--- src/rtl/servant_uart_pkg.sv ---
// Shared types and bit positions for the servant Wishbone UART transmitter.
package servant_uart_pkg;

    typedef enum logic [1:0] {
        ST_IDLE  = 2'd0,
        ST_START = 2'd1,
        ST_DATA  = 2'd2,
        ST_STOP  = 2'd3
    } uart_state_e;

    // Status word bit positions and the write-data command bit.
    localparam int STAT_EMPTY  = 0;
    localparam int STAT_FULL   = 1;
    localparam int STAT_BUSY   = 2;
    localparam int STAT_OVF    = 3;
    localparam int CMD_CLR_OVF = 8;

endpackage

--- src/rtl/servant_uart_fifo.sv ---
// Byte FIFO as a circular buffer; the caller never pushes when full or pops when empty.
module servant_uart_fifo #(
    parameter int DEPTH = 8
) (
    input  logic       i_clk,
    input  logic       i_rst,
    input  logic       i_push,
    input  logic       i_pop,
    input  logic [7:0] i_wdata,
    output logic [7:0] o_rdata,
    output logic       o_empty,
    output logic       o_full
);

    localparam int AW = $clog2(DEPTH);

    logic [7:0]    mem_q [DEPTH];
    logic [AW-1:0] wr_ptr_q, wr_ptr_d;
    logic [AW-1:0] rd_ptr_q, rd_ptr_d;
    logic [AW:0]   count_q, count_d;

    always_comb begin
        wr_ptr_d = wr_ptr_q;
        rd_ptr_d = rd_ptr_q;
        count_d  = count_q;
        if (i_push) wr_ptr_d = wr_ptr_q + AW'(1);
        if (i_pop)  rd_ptr_d = rd_ptr_q + AW'(1);
        case ({i_push, i_pop})
            2'b10:   count_d = count_q + (AW+1)'(1);
            2'b01:   count_d = count_q - (AW+1)'(1);
            default: count_d = count_q;
        endcase
    end

    // Storage is deliberately left out of reset; only the pointers matter.
    always_ff @(posedge i_clk) begin
        if (i_push) mem_q[wr_ptr_q] <= i_wdata;
    end

    always_ff @(posedge i_clk) begin
        if (i_rst) begin
            wr_ptr_q <= '0;
            rd_ptr_q <= '0;
            count_q  <= '0;
        end else begin
            wr_ptr_q <= wr_ptr_d;
            rd_ptr_q <= rd_ptr_d;
            count_q  <= count_d;
        end
    end

    assign o_rdata = mem_q[rd_ptr_q];
    assign o_empty = (count_q == '0);
    assign o_full  = (count_q == (AW+1)'(DEPTH));

endmodule

--- src/rtl/servant_uart_tx.sv ---
// Wishbone-slave 8N1 UART transmitter: bus writes fill a FIFO drained by a serialiser.
module servant_uart_tx
    import servant_uart_pkg::*;
#(
    parameter int CLK_DIV    = 868,
    parameter int FIFO_DEPTH = 8
) (
    input  logic        i_clk,
    input  logic        i_rst,
    input  logic        i_wb_cyc,
    input  logic        i_wb_we,
    input  logic [31:0] i_wb_dat,
    output logic [31:0] o_wb_rdt,
    output logic        o_tx,
    output logic        o_irq
);

    localparam logic [15:0] BAUD_LOAD = 16'(CLK_DIV - 1);

    // Bus handshake: i_wb_cyc is a one-cycle strobe per access with no ack; a write
    // takes effect at the end of that cycle and read data is valid in the same cycle.
    logic wr, clr_cmd, push, pop, empty, full, busy;
    logic [7:0] fifo_rdata;

    uart_state_e state_q, state_d;
    logic [15:0] cnt_q, cnt_d;
    logic [2:0]  idx_q, idx_d;
    logic [7:0]  shift_q, shift_d;
    logic        tx_q, tx_d;
    logic        ovf_q, ovf_d;

    logic unused_dat;
    assign unused_dat = ^i_wb_dat[31:9];

    assign wr      = i_wb_cyc & i_wb_we;
    assign clr_cmd = i_wb_dat[CMD_CLR_OVF];
    assign push    = wr & ~clr_cmd & ~full;

    servant_uart_fifo #(.DEPTH(FIFO_DEPTH)) u_fifo (
        .i_clk   (i_clk),
        .i_rst   (i_rst),
        .i_push  (push),
        .i_pop   (pop),
        .i_wdata (i_wb_dat[7:0]),
        .o_rdata (fifo_rdata),
        .o_empty (empty),
        .o_full  (full)
    );

    always_comb begin
        ovf_d = ovf_q;
        if (wr) begin
            if (clr_cmd)   ovf_d = 1'b0;
            else if (full) ovf_d = 1'b1;
        end
    end

    // o_tx is registered: each transition sets the line level for the state being entered.
    always_comb begin
        state_d = state_q;
        cnt_d   = cnt_q;
        idx_d   = idx_q;
        shift_d = shift_q;
        tx_d    = tx_q;
        pop     = 1'b0;
        case (state_q)
            ST_IDLE: begin
                tx_d = 1'b1;
                if (!empty) begin
                    pop     = 1'b1;
                    shift_d = fifo_rdata;
                    cnt_d   = BAUD_LOAD;
                    state_d = ST_START;
                    tx_d    = 1'b0;
                end
            end
            ST_START: begin
                if (cnt_q == '0) begin
                    cnt_d   = BAUD_LOAD;
                    idx_d   = '0;
                    state_d = ST_DATA;
                    tx_d    = shift_q[0];
                end else begin
                    cnt_d = cnt_q - 16'd1;
                end
            end
            ST_DATA: begin
                if (cnt_q == '0) begin
                    cnt_d   = BAUD_LOAD;
                    shift_d = shift_q >> 1;
                    idx_d   = idx_q + 3'd1;
                    if (idx_q == 3'd7) begin
                        state_d = ST_STOP;
                        tx_d    = 1'b1;
                    end else begin
                        tx_d = shift_q[1];
                    end
                end else begin
                    cnt_d = cnt_q - 16'd1;
                end
            end
            ST_STOP: begin
                if (cnt_q == '0) begin
                    if (!empty) begin
                        pop     = 1'b1;
                        shift_d = fifo_rdata;
                        cnt_d   = BAUD_LOAD;
                        state_d = ST_START;
                        tx_d    = 1'b0;
                    end else begin
                        state_d = ST_IDLE;
                        tx_d    = 1'b1;
                    end
                end else begin
                    cnt_d = cnt_q - 16'd1;
                end
            end
            default: begin
                state_d = ST_IDLE;
                tx_d    = 1'b1;
            end
        endcase
    end

    always_ff @(posedge i_clk) begin
        if (i_rst) begin
            state_q <= ST_IDLE;
            cnt_q   <= '0;
            idx_q   <= '0;
            shift_q <= '0;
            tx_q    <= 1'b1;
            ovf_q   <= 1'b0;
        end else begin
            state_q <= state_d;
            cnt_q   <= cnt_d;
            idx_q   <= idx_d;
            shift_q <= shift_d;
            tx_q    <= tx_d;
            ovf_q   <= ovf_d;
        end
    end

    assign busy = (state_q != ST_IDLE);
    assign o_tx  = tx_q;
    assign o_irq = empty & ~busy;

    always_comb begin
        o_wb_rdt             = '0;
        o_wb_rdt[STAT_EMPTY] = empty;
        o_wb_rdt[STAT_FULL]  = full;
        o_wb_rdt[STAT_BUSY]  = busy;
        o_wb_rdt[STAT_OVF]   = ovf_q;
    end

endmodule
--- config.mk ---
export PLATFORM = sky130hd
export DESIGN_NAME = servant_uart_tx
export DESIGN_NICKNAME = d
export VERILOG_FILES = /design/src/rtl/servant_uart_pkg.sv /design/src/rtl/servant_uart_fifo.sv /design/src/rtl/servant_uart_tx.sv
export SDC_FILE = /design/constraint.sdc
export NUM_CORES = 1
export LEC_CHECK = 0
export ABC_AREA = 0
export BUFFER_PORTS_ARGS = -buffer_cell sky130_fd_sc_hd__buf_2
export CORE_MARGIN = 3
export CORE_UTILIZATION = 60
export CTS_CLUSTER_SIZE = 28
export DETAILED_ROUTE_END_ITERATION = 12
export GPL_TIMING_DRIVEN = 0
export PLACE_DENSITY = 0.83
export SLEW_MARGIN = 20
export SYNTH_ARGS = -nofsm -noshare
export SYNTH_HDL_FRONTEND = slang
export SYNTH_SLANG_ARGS = --single-unit
--- constraint.sdc ---
create_clock -name i_clk -period 5.5 [get_ports i_clk]
set_input_delay 0.55 -clock i_clk [delete_from_list [all_inputs] [get_ports i_clk]]
set_output_delay 0.55 -clock i_clk [all_outputs]
set_load 0.01 [all_outputs]
==> out/results.txt <==
Status = complete, no violations
Placeable Area = 8260 µm²
CTS HTree Levels = 3
Worst setup margin = 2.23 ns
Total CTS buffers = 9
Worst Path Arrival = 3.53 ns
Die Y = 98.5 µm
Total number of vias = 3515
Initial antenna violation count = 0
Final Max Tran Viols = 0
Slowest cell on crit path = or3b_2
Clk sinks = 108
Die area = 9700 µm²
CTS tree = done
Layout cells sized above 1 = 0.219
Clk slew on worst S/H paths = 0.12 ns
Later-pin clock latency in the skew report = 0.37 ns
VDD IR max = 0.246 mV
Startpoint Class = flip-flop
EDFF count, synth = 64
P_leak = 2.10 nW
GRT Overall Usage = 0.223
Synth cell types = 61
Vias in the first global route = 3385
Async SR Flop Fraction = 0
Setup TNS = 0 ns
Cells after synthesis = 428
Worst hold path type = in -> reg
Worst Path Max Fanout = 8
Post-CTS setup buffer count = 0
DR WL/cell = 17.4 µm
Fin crit share = 0.595
Row count = 33
Placement Setup Slack = 2.34 ns
Pwr dens = 482 nW/µm²
Crit path time final = 3.27 ns
Max Root-Sink Buffers = 2
Via density = 5.92
CP cell instances = inv_1 -> ha_1 -> or3b_2 -> nor2_1 -> a31o_2 -> ha_1 -> nor4bb_1 -> a21oi_1 -> o21a_1 -> o21a_1 -> o21ba_2
Worst endpoint required time = 5.76 ns
Syn Area/Cell = 12.0 µm²
Die width = 98.5 µm
YS warnings = 0
Residual DRC = 0
Worst slew pin tran = 1.00 ns
Design Area, Final = 5700 µm²
Post_cts resized = 0
Mapped Area = 5130 µm²
Fmax achieved = 305 MHz
Placed Area = 5490 µm²
Crit end category = flip-flop
DRT Wirelength = 10400 µm
Final Hold Viols = 0
Boundary Pins = 70
Max incr delay on CP = 0.49 ns
Final setup violation count = 0
Seq/Total Area, Yosys = 0.546
Number of port buffers = 17
Initial Util = 0.622
First-pass GRT wire length = 16900 µm
DP HPWL = 7420 µm
Ys flop type = edfxtp_1
Router iterations before antenna repair = 5
GP Congestion = 0.953
RSZ-0062 raised after global routing = no
Final Total Pwr = 2.75 mW
Cts hold-fix bufs = 0
#FFs+latches synth = 108
Fillers = 582
Max Cap Viol = 0
Total congestion overflow = 0
ANT cells = 0
Routed Antenna Nets = 0
Pin count of the biggest net entering global routing = 23
Clk root buf = clkbuf_8
P&R area growth vs syn = 11.1%
Worst hold margin = 0.420 ns
Initial DRC count = 439
Layout Nets = 534
Clk_skew = 0.0215 ns
Worst slew margin = 0.326
Crit path kind = reg -> reg
-- per-layer routing --
metal  wire, µm  track usage  vias to the layer above  part of all wire
li1           -            -                     1655                 -
met1       4270        0.301                     1691              0.41
met2       5170        0.362                      164              0.50
met3        858       0.0559                        5             0.083
met4         59       0.0609                        0            0.0057
met5          0            0                        -                 0
-- flip-flops by register name, indices dropped and copies added (netlist names), named ones only --
signal           flops
o_tx                 1
u_fifo.count_q       4
state_q              2
ovf_q                1
u_fifo.rd_ptr_q      3
shift_q              8
u_fifo.mem_q        64
cnt_q               16
u_fifo.wr_ptr_q      3
idx_q                3
-- cell usage after synthesis, types with 7 or more instances --
cell type  count  area, µm²
a21oi_1       21        105
a22o_1         8       70.1
a31oi_1        7       43.8
buf_4         34        255
clkbuf_1      15       56.3
dfxtp_1       44        881
edfxtp_1      64       1920
ha_1          14        175
inv_1          7       26.3
mux2i_1       10        100
mux4_2        16        360
nand2_1       26       97.6
nor2_1        28        105
nor3_1        20        100
o21ai_0       25        125
-- through the flow --
step | utilization | cells
6_report | 0.690 | 594
5_1_grt | 0.690 | 594
4_1_cts | 0.690 | 594
3_5_place_dp | 0.665 | 578
3_3_place_gp | 0.660 | 577
2_1_floorplan | - | 455
-- worst max-delay path, delay by kind of cell, from the launching register on --
| kind | cells | cell delay (ns) |
|---|---|---|
| simple gates | 3 | 1.27 |
| compound gates | 5 | 0.99 |
| fa+ha+maj | 2 | 0.44 |
| flops | 1 | 0.36 |
| buf+inv | 1 | 0.11 |
-- power by group --
| part | total (mW) | internal [mW] | switching, mW | leakage, nW |
|---|---|---|---|---|
| clock | 0.487 | 0.185 | 0.302 | 0.106 |
| sequential | 1.04 | 0.949 | 0.0870 | 0.935 |
| combinational | 1.23 | 0.488 | 0.738 | 1.06 |
-- path summary, 6_finish.rpt --
path	from	endpoint	slack [ns]	cells after the start
min	i_wb_dat[8]	ovf_q	0.42	2
max reg2reg	cnt_q[0]	u_fifo.count_q[3]	2.23	11
max	cnt_q[0]	u_fifo.count_q[3]	2.23	11
min reg2reg	o_tx	o_tx	0.47	1
-- final cells by class --
| class | count | area (µm²) | area share |
|---|---|---|---|
| Inverter | 8 | 30.0 | 0.00527 |
| Timing Repair Buffer | 18 | 92.6 | 0.0162 |
| Multi-Input combinational cell | 286 | 2090 | 0.367 |
| Clock buffer | 9 | 124 | 0.0217 |
| Tap cell | 105 | 131 | 0.0230 |
| Sequential cell | 108 | 2800 | 0.492 |
| Buffer | 53 | 338 | 0.0592 |
| Clock inverter | 7 | 88.8 | 0.0156 |
-- cells by family (layout without fill, tap and decap cells) --
group,count (synthesis),after routing,share of synthesized area
compound gates,91,91,0.120
xor+xnor,9,9,0.0154
fa+ha+maj,14,14,0.0341
buf+inv,61,95,0.0717
flops,108,108,0.546
mux,27,27,0.0919
other cells,1,28,0.000730
simple gates,117,117,0.120
-- cells in the final DEF (no fill, tap or decap), types with 10 or more instances in the layout --
master	Yosys	layout
buf_2	3	20
clkbuf_1	15	15
ha_1	14	14
conb_1	1	28
buf_4	34	35
mux4_2	16	16
mux2i_1	10	10
a21oi_1	21	21
dfxtp_1	44	44
nor3_1	20	16
o21ai_0	25	25
edfxtp_1	64	64
nor2_1	28	28
nand2_1	26	26
Power figures use the tool's default switching activity.
